<file path="src/rtl/hdmi_pkg.sv">
// Shared types and default geometry for the HDMI line-buffer read sequencer.
package hdmi_pkg;

  typedef enum logic [1:0] {
    IDLE     = 2'd0,
    FILL     = 2'd1,
    RUN      = 2'd2,
    UNDERRUN = 2'd3
  } sched_state_t;

  localparam int unsigned OSCREEN_WIDTH_DEF  = 720;
  localparam int unsigned OSCREEN_HEIGHT_DEF = 480;
  localparam int unsigned OFRAME_WIDTH_DEF   = 858;
  localparam int unsigned OFRAME_HEIGHT_DEF  = 525;
  localparam int unsigned ISCREEN_WIDTH_DEF  = 256;
  localparam int unsigned ISCREEN_HEIGHT_DEF = 240;
  localparam int unsigned HOFFSET_DEF        = 104;
  localparam int unsigned NBUF_DEF           = 4;
  localparam int unsigned PRIME_DEF          = 2;

endpackage

</file>
<file path="src/rtl/hdmi_line_scheduler_credit.sv">
// Up/down saturating credit counter with synchronous clear/preload and sticky overflow.
module line_credit_counter #(
  parameter int unsigned MAX = 4
) (
  input  logic                       clk_i,
  input  logic                       rst_ni,
  input  logic                       clr_i,
  input  logic                       set_i,
  input  logic                       inc_i,
  input  logic                       dec_i,
  output logic [$clog2(MAX+1)-1:0]   count_o,
  output logic [$clog2(MAX+1)-1:0]   count_next_o,
  output logic                       overflow_o
);

  localparam int unsigned CW = $clog2(MAX + 1);
  localparam logic [CW-1:0] MAX_C = CW'(MAX);

  logic [CW-1:0] cnt_q, cnt_d;
  logic          ovf_q, ovf_d;

  always_comb begin
    cnt_d = cnt_q;
    ovf_d = ovf_q;
    // A clear preloads one credit when an increment lands in the same cycle.
    if (clr_i) begin
      cnt_d = set_i ? CW'(1) : '0;
    end else if (inc_i && !dec_i) begin
      if (cnt_q == MAX_C) ovf_d = 1'b1;
      else                cnt_d = cnt_q + CW'(1);
    end else if (dec_i && !inc_i && (cnt_q != '0)) begin
      cnt_d = cnt_q - CW'(1);
    end
  end

  always_ff @(posedge clk_i or negedge rst_ni) begin
    if (!rst_ni) begin
      cnt_q <= '0;
      ovf_q <= 1'b0;
    end else begin
      cnt_q <= cnt_d;
      ovf_q <= ovf_d;
    end
  end

  assign count_o      = cnt_q;
  assign count_next_o = cnt_d;
  assign overflow_o   = ovf_q;

endmodule

</file>
<file path="src/rtl/hdmi_line_scheduler.sv">
// HDMI-side read sequencer for the PPU line ring: credit tracking, 2x scaled
// slot/pixel selection inside a bordered window, slot release and error flags.
module hdmi_line_scheduler
  import hdmi_pkg::*;
#(
  parameter int unsigned ISCREEN_WIDTH  = ISCREEN_WIDTH_DEF,
  parameter int unsigned ISCREEN_HEIGHT = ISCREEN_HEIGHT_DEF,
  parameter int unsigned OSCREEN_HEIGHT = OSCREEN_HEIGHT_DEF,
  parameter int unsigned OFRAME_WIDTH   = OFRAME_WIDTH_DEF,
  parameter int unsigned OFRAME_HEIGHT  = OFRAME_HEIGHT_DEF,
  parameter int unsigned HOFFSET        = HOFFSET_DEF,
  parameter int unsigned NBUF           = NBUF_DEF,
  parameter int unsigned PRIME          = PRIME_DEF
) (
  input  logic                        clk_h,
  input  logic                        rst_h_n,
  input  logic [9:0]                  hx,
  input  logic [9:0]                  hy,
  input  logic                        line_ready,
  input  logic                        frame_start,
  output logic                        rd_en,
  output logic [$clog2(NBUF)-1:0]     rd_slot,
  output logic [7:0]                  rd_x,
  output logic                        pix_active,
  output logic                        line_release,
  output logic [1:0]                  state,
  output logic [$clog2(NBUF+1)-1:0]   credits,
  output logic                        underrun,
  output logic                        overflow
);

  localparam int unsigned SW = $clog2(NBUF);
  localparam int unsigned CW = $clog2(NBUF + 1);
  localparam int unsigned YA = (OSCREEN_HEIGHT < 2 * ISCREEN_HEIGHT) ? OSCREEN_HEIGHT
                                                                    : 2 * ISCREEN_HEIGHT;
  localparam logic [9:0]    X_LO    = 10'(HOFFSET);
  localparam logic [9:0]    X_HI    = 10'(HOFFSET + 2 * ISCREEN_WIDTH);
  localparam logic [9:0]    X_EOL   = 10'(OFRAME_WIDTH - 1);
  localparam logic [9:0]    Y_ACT   = 10'(YA);
  localparam logic [9:0]    Y_LAST  = 10'(OFRAME_HEIGHT - 1);
  localparam logic [CW-1:0] PRIME_C = CW'(PRIME);

  sched_state_t  state_q, state_d;
  logic [SW-1:0] rd_ptr_q, rd_ptr_d;
  logic [SW-1:0] rd_slot_q;
  logic [7:0]    rd_x_q, rd_x_d;
  logic          rd_en_q, rd_en_d;
  logic          rel_q, und_q, und_d;
  logic [CW-1:0] cred_q, cred_nxt;
  logic          ovf;

  logic       in_win, eol, run, rel, chk, clr;
  logic [9:0] y_nxt;

  assign in_win = (hy < Y_ACT) && (hx >= X_LO) && (hx < X_HI);
  assign eol    = (hx == X_EOL);
  assign run    = (state_q == RUN);
  assign rel    = eol && hy[0] && (hy < Y_ACT) && run;
  assign y_nxt  = (hy == Y_LAST) ? '0 : hy + 10'd1;
  // Underrun is judged at the end of the line preceding each new slot pair.
  assign chk    = eol && !y_nxt[0] && (y_nxt < Y_ACT);
  assign clr    = frame_start && !run;

  line_credit_counter #(.MAX(NBUF)) u_credit (
    .clk_i        (clk_h),
    .rst_ni       (rst_h_n),
    .clr_i        (clr),
    .set_i        (line_ready),
    .inc_i        (line_ready),
    .dec_i        (rel),
    .count_o      (cred_q),
    .count_next_o (cred_nxt),
    .overflow_o   (ovf)
  );

  always_ff @(posedge clk_h or negedge rst_h_n) begin
    if (!rst_h_n) state_q <= IDLE;
    else          state_q <= state_d;
  end

  always_comb begin
    state_d = state_q;
    unique case (state_q)
      IDLE:     if (frame_start) state_d = FILL;
      FILL:     if (!frame_start && eol && (hy == Y_LAST) && (cred_q >= PRIME_C)) state_d = RUN;
      RUN:      if (chk && (cred_nxt == '0)) state_d = UNDERRUN;
      UNDERRUN: if (frame_start) state_d = FILL;
      default:  state_d = IDLE;
    endcase
  end

  always_comb begin
    rd_en_d  = in_win && run;
    rd_x_d   = 8'((hx - X_LO) >> 1);
    und_d    = und_q | (run && (state_d == UNDERRUN));
    rd_ptr_d = rd_ptr_q;
    if (clr)      rd_ptr_d = '0;
    else if (rel) rd_ptr_d = rd_ptr_q + SW'(1);
  end

  always_ff @(posedge clk_h or negedge rst_h_n) begin
    if (!rst_h_n) begin
      rd_ptr_q  <= '0;
      rd_slot_q <= '0;
      rd_x_q    <= '0;
      rd_en_q   <= 1'b0;
      rel_q     <= 1'b0;
      und_q     <= 1'b0;
    end else begin
      rd_ptr_q  <= rd_ptr_d;
      rd_slot_q <= rd_ptr_q;
      rd_x_q    <= rd_x_d;
      rd_en_q   <= rd_en_d;
      rel_q     <= rel;
      und_q     <= und_d;
    end
  end

  assign rd_en        = rd_en_q;
  assign pix_active   = rd_en_q;
  assign rd_slot      = rd_slot_q;
  assign rd_x         = rd_x_q;
  assign line_release = rel_q;
  assign state        = state_q;
  assign credits      = cred_q;
  assign underrun     = und_q;
  assign overflow     = ovf;

endmodule

</file>
<file path="config.mk">
export PLATFORM = sky130hd
export DESIGN_NAME = hdmi_line_scheduler
export DESIGN_NICKNAME = d
export VERILOG_FILES = /design/src/rtl/hdmi_pkg.sv /design/src/rtl/hdmi_line_scheduler_credit.sv /design/src/rtl/hdmi_line_scheduler.sv
export SDC_FILE = /design/constraint.sdc
export NUM_CORES = 1
export LEC_CHECK = 0
export ABC_AREA = 1
export CORE_MARGIN = 2
export CORE_UTILIZATION = 41
export DETAILED_ROUTE_END_ITERATION = 6
export PLACE_DENSITY = 0.78
export SYNTH_ARGS = -nofsm -noshare
export SYNTH_HDL_FRONTEND = slang
export SYNTH_SLANG_ARGS = --single-unit
export TNS_END_PERCENT = 10
</file>
<file path="constraint.sdc">
create_clock -name clk_h -period 1.7 [get_ports clk_h]
set_input_delay 0.255 -clock clk_h [delete_from_list [all_inputs] [get_ports clk_h]]
set_output_delay 0.255 -clock clk_h [all_outputs]
set_load 0.01 [all_outputs]
</file>
* Word-level counts from Yosys, hierarchy flattened
Index checks and enable logic that the tools add are counted.
** Operators by class
- Add/subtract/negate cells :: 5
- Order comparisons :: 5
- Eq/ne operators :: 7
- Multiplexer cells :: 12
- Bitwise gates (word level) :: 2
- Reductions and logical operators :: 28
** Operators with widths (count)
- 10-bit equality test, second input constant :: 2
- 10-bit by 9-bit less-than comparator with 1-bit output, second input constant :: 2
- 1-bit logical AND :: 17
- 3-bit 2-to-1 mux :: 4
- 10-bit by 1-bit adder with 10-bit output, second input constant :: 1
- 10-bit by 7-bit greater-or-equal comparator with 1-bit output, second input constant :: 1
- 10-bit less-than comparator, second input constant :: 1
- 10-bit 2-to-1 mux :: 1
- 2-bit 2-to-1 mux :: 5
- 9-bit by 7-bit subtractor with 9-bit output, second input constant :: 1
- 2-bit equality test, second input constant :: 3
- 2-bit case mux with 3 select lines :: 1
- 1-bit zero test :: 5
- 3-bit by 1-bit adder with 3-bit output, second input constant :: 1
- 3-bit equality test, second input constant :: 1
- 3-bit by 2-bit greater-or-equal comparator with 1-bit output, second input constant :: 1
- 3-bit zero test :: 1
- 3-bit AND reduction :: 1
- 3-bit nonzero test :: 1
- 3-bit by 1-bit subtractor with 3-bit output, second input constant :: 1
- 2-bit by 1-bit adder with 2-bit output, second input constant :: 1
- 2-bit by 1-bit equality test with 1-bit output, second input constant :: 1
- 2-bit zero test :: 1
- 2-bit nonzero test :: 1
- other kinds (4) :: 4
** Storage, ports and cells
- Bits in registers :: 21
- Input port bits :: 24
- Output and inout bits :: 20
- Logic and storage cells :: 68

* Depth between registers and ports, before layout
Gate-level depths: netlist of run 1.
- Word-level depth :: 16
- Gate-level depth with buffers :: 17
- Mapped depth without buffers :: 17

* Cells and area by module
Synthesis of run 1 repeated with hierarchy kept, for this count alone.
** Unflattened totals
- Cell total of the unflattened synthesis :: 172
- Area total of the unflattened synthesis :: 1283.7 um^2
** By module, submodules not included
- hdmi_line_scheduler :: times used 1, cells each 124, area an instance 970.9 um^2
- line_credit_counter :: times used 1, cells each 48, area an instance 312.8 um^2

* Least setup slack after synthesis of run 1
No wires, ideal clock.
- Kind :: reg-to-reg
- Start point :: register state_q[0] (netlist: state[0])
- End point :: register und_q (netlist: underrun)
- Setup time :: 0.117 ns
- Data arrival time :: 1.760 ns
- Setup slack :: -0.177 ns
- Cell stages (with the launch flop) :: 16
- Path buffers :: 0
- Cell sequence :: dfrtp_1 -> inv_1 -> ha_1 -> nand2_1 -> nor3_4 -> nand2_2 -> nand3_2 -> nand3_1 -> nand3_1 -> nand2_1 -> nand3_1 -> nand2_1 -> nand2_1 -> nand2_1 -> nand3_1 -> nand2_1
** Between the ends
- Cells in the longest elaborated chain, start to end :: 14
- Elaborated cells between the ends (all ways) :: 24
- Classes of those cells :: eq/ne: 4; mux: 7; bitwise: 1; reduce/logical: 12
** Ends and longest elaborated chain
- start, declared :: RTL line hdmi_line_scheduler.sv:43 : sched_state_t state_q, state_d;
- start signal, assigned :: RTL line hdmi_line_scheduler.sv:78 : else state_q <= state_d;
- 2-bit equality test :: RTL line hdmi_line_scheduler.sv:57, hdmi_line_scheduler.sv:83
- 1-bit logical AND :: RTL line hdmi_line_scheduler.sv:58 : assign rel = eol && hy[0] && (hy < Y_ACT) && run;
- 1-bit logical AND (2 in series) :: RTL line hdmi_line_scheduler_credit.sv:31 : end else if (dec_i && !inc_i && (cnt_q != '0)) begin
- 3-bit 2-to-1 mux :: RTL line hdmi_line_scheduler_credit.sv:31
- 3-bit 2-to-1 mux :: RTL line hdmi_line_scheduler_credit.sv:28 : end else if (inc_i && !dec_i) begin
- 3-bit 2-to-1 mux :: RTL line hdmi_line_scheduler_credit.sv:26 : if (clr_i) begin
- 3-bit zero test :: RTL line hdmi_line_scheduler.sv:86 : RUN: if (chk && (cred_nxt == '0)) state_d = UNDERRUN;
- 1-bit logical AND :: RTL line hdmi_line_scheduler.sv:86
- 2-bit 2-to-1 mux :: RTL line hdmi_line_scheduler.sv:86
- 2-bit case mux with 3 select lines :: RTL line hdmi_line_scheduler.sv:83 : unique case (state_q)
- 2-bit equality test :: RTL line hdmi_line_scheduler.sv:95 : und_d = und_q | (run && (state_d == UNDERRUN));
- 1-bit logical AND (*) :: RTL line hdmi_line_scheduler.sv:95
- 1-bit bitwise OR (*) :: RTL line hdmi_line_scheduler.sv:95
- net und_d :: RTL line hdmi_line_scheduler.sv:48 : logic rel_q, und_q, und_d;
- end signal, assigned :: RTL line hdmi_line_scheduler.sv:115 : und_q <= und_d;
- end, declared :: RTL line hdmi_line_scheduler.sv:48
The timed path passes the listed nets; every way through them passes the cells marked *.
A chain may end at the register's enable or synchronous reset.

* Final worst setup path of run 1
Ends and elaborated chain as after synthesis.

==> results of run 1 <==
-- power groups by stage --
stage          combinational (mW)  sequential [mW]  clock (mW)
2_1_floorplan               0.527            0.690           0
3_3_place_gp                 1.11            0.622           0
3_5_place_dp                 1.13            0.626           0
4_1_cts                      1.17            0.617       0.266
5_1_grt                      1.32            0.626       0.280
6_report                     1.20            0.616       0.263
-- worst paths after layout --
kind                          endpoint        start  cells past startpoint
setup reg to reg              underrun     state[0]                     16
min in group clk_h             rd_x[1]        hx[2]                      1
hold reg to reg             rd_slot[0]  rd_ptr_q[0]                      0
max in group asynchronous  rd_ptr_q[1]      rst_h_n                      2
hold / removal                 rd_x[6]      rst_h_n                      2
setup / recovery              underrun     state[0]                     16
-- through the flow --
step	cell area, um2	setup slack, ps
after floorplan	1330	-81.0
after global placement	2040	-338
after detailed placement	2040	-381
after CTS	2110	-56.0
after global routing	2140	-286
final	2140	-73.8
-- cell usage in the layout, fill, tap and decap left out --
master           netlist  layout
a31oi_1                1       1
o21ai_1                2       2
dfrtp_1               21      21
xnor2_1                1       1
a21boi_1               1       1
nor2_4                 1       2
o2111ai_1              1       1
xor2_1                 4       4
clkinvlp_4             0       1
bufinv_8               1       1
nor4_1                 1       1
clkbuf_4               0       3
nand3_2                2       5
nor3_1                 1       1
nand2_2                3       4
nor2_2                 3       3
inv_1                 28      27
nand3_1               16      13
clkinv_1               2       2
nand4_1                3       3
ha_1                   7       6
o31ai_1                2       2
buf_4                  1      35
or2_1                  1       1
nor3_4                 1       1
nor2_1                13      12
o21ai_0                2       2
clkdlybuf4s50_1        0      43
nand2_4                0       1
ha_4                   0       1
nand2_1               42      40
a21oi_4                0       1
inv_2                  4       5
a21oi_1                4       4
a21oi_2                2       1
-- per-layer routing --
metal	up-vias	share of wire [%]	track usage, %
met5	-	0	0
met4	0	3.0	9.63
met3	10	3.8	2.99
met2	43	51	37.5
met1	600	42	21.8
li1	694	-	-
-- area by class of cell --
cell class,instances,area share (%)
multi-input combinational,114,32.2
clock inverter,1,0.351
tap,44,2.58
timing repair buffer,78,32.5
inverter,35,6.80
clock buffer,3,1.05
sequential,21,24.6
-- state kept, by name, summed over array words and instances, names as in the netlist --
signal / cells
line_release: 1
pix_active: 1
rd_ptr_q: 2
rd_slot: 2
rd_x: 8
state: 2
u_credit.count_o: 3
u_credit.overflow_o: 1
underrun: 1
-- critical path: stages (launching register included) --
cell and delay, ps:
dfrtp_1 410, inv_2 80, ha_4 150, nand2_4 60, nor3_4 160, nand2_2 120, nand3_2 110, nand2_2 50
nand2_1 70, nand3_2 80, nand2_2 90, nand3_1 60, nand2_1 60, nand2_1 60, nand2_1 50, nand3_1 60
nand2_1 60
-- timing repair --
item | 4_1_cts | 5_1_grt
setup endpoints to repair | 2 | 3
resized for setup | 2 | 5
setup buffers | 5 | 0
pin swaps | 7 | 0
-- cells by family (layout without fill, tap and decap cells) --
family,count (synthesis),in the layout,synth area share [%]
xor+xnor,5,5,3.34
fa+ha+maj,7,7,6.67
simple gates,87,87,31.1
compound gates,15,15,7.25
buf+inv,36,117,11.6
flops,21,21,40.0
==> run metrics, run 1 <==
sequential share of the synthesized area 40.0%; Clock transition at path regs 130 ps; synth cell count leaders nand2_1, inv_1, dfrtp_1; Pleak 1.08 nW; Root Driver clkbuf_4; area share of the largest cell type after synthesis 40.0%; critical path required time 1970 ps; CTS sink count 21; GRT overflow 0; Global Route Usage Sum 20.0%; I/O pins 44; CTS tree yes; Setup-failing EPs final 2; pwr/cell area 975 nW/um2; PortBufs 43; FFs w/ async S/R, synth 100%; worst setup margin -73.8 ps; sw power 0.791 mW; Mapped Nets 202; Syn Area/Cell 7.68 um2; row count 20; vias per cell 4.55; Max-slew headroom 82.0%; FF/Latch Area 526 um2; Die ar. 3670 um2; WL final 3400 um; Ys Warns 0; largest net degree at the start of global routing 22; clk_skew 2.41 ps; failing checks negative setup slack; area grow syn2layout 62.7%; Least-Margin Pin Slew 268 ps; Logic pwr share 57.8%; Synth cell types 29; period utilization 104%; Die Wd 60.6 um; dpl cells 287; Core Area 3050 um2; Initial Util 43.0%; vias in the first global route 1369; Synth area leader dfrtp_1; Post-CTS Hold Buffers 0; # H-tree levels 1; total CTS buffers 3; multi-input logic area 687 um2; layout net count 284; Sw Ratio 38.0%; internal cell power 1.29 mW; fin util 70.0%; DRT iter0 DRCs 18; VDD IR max 0.716 mV; clock buffer depth 2; clk_lat worst skew 320 ps; final hold vios 0; most frequent cell after synthesis nand2_1; synthesized cell area 1310 um2; DR WL/cell 11.5 um; Max Slew Vio Count 0; fillcell total 270; Setup TNS -137 ps; CP max FO 4; post-route total power 2.08 mW; DRT antenna net count 0; startpoint types flop; final std cells w/o fill 296; Reg2Reg Setup Slack -70 ps; HP Class in2async; Ant. Diodes 0; GP Congestion 0.923; MaxCap Viol Count 0; Post-Syn Instances 171; maximum clock rate 564 MHz; Synth Register Bits 21; Clock Power Share 12.6%; Die Span Y 60.6 um; Crit Path Class reg2reg; top cells by area, synth dfrtp_1, nand2_1, inv_1; status finished with violations; initial antenna violation count 0; crit path time final 1770 ps; CP Capture Type flop; Min Hold Slack 261 ps; unrepaired setup endpoints after global routing yes; Residual DRC 0; Vias 1347; Top FF cell, synth dfrtp_1; CP arrival 2040 ps; Pre-Repair DR Iteration Count 4; Final HPWL DP 2550 um; Seq pwr share 29.6%; EDFF count, synth 0; first-pass GRT wire length 5490 um; share of cells above drive strength 1 25.4%
No activity file was read; power rests on OpenSTA's default activity.
==> run 2, diff against run 1 <==
CAP_MARGIN = 20   (was not set)
HOLD_SLACK_MARGIN = 0.08   (was not set)
==> results of run 2 <==
No change in the layout: final DEF, timing and power equal those of run 1.
==> run 3, diff against run 2 <==
CAP_MARGIN = not set   (was 20)
==> results of run 3 <==
No change in the layout: final DEF, timing and power equal those of run 1.
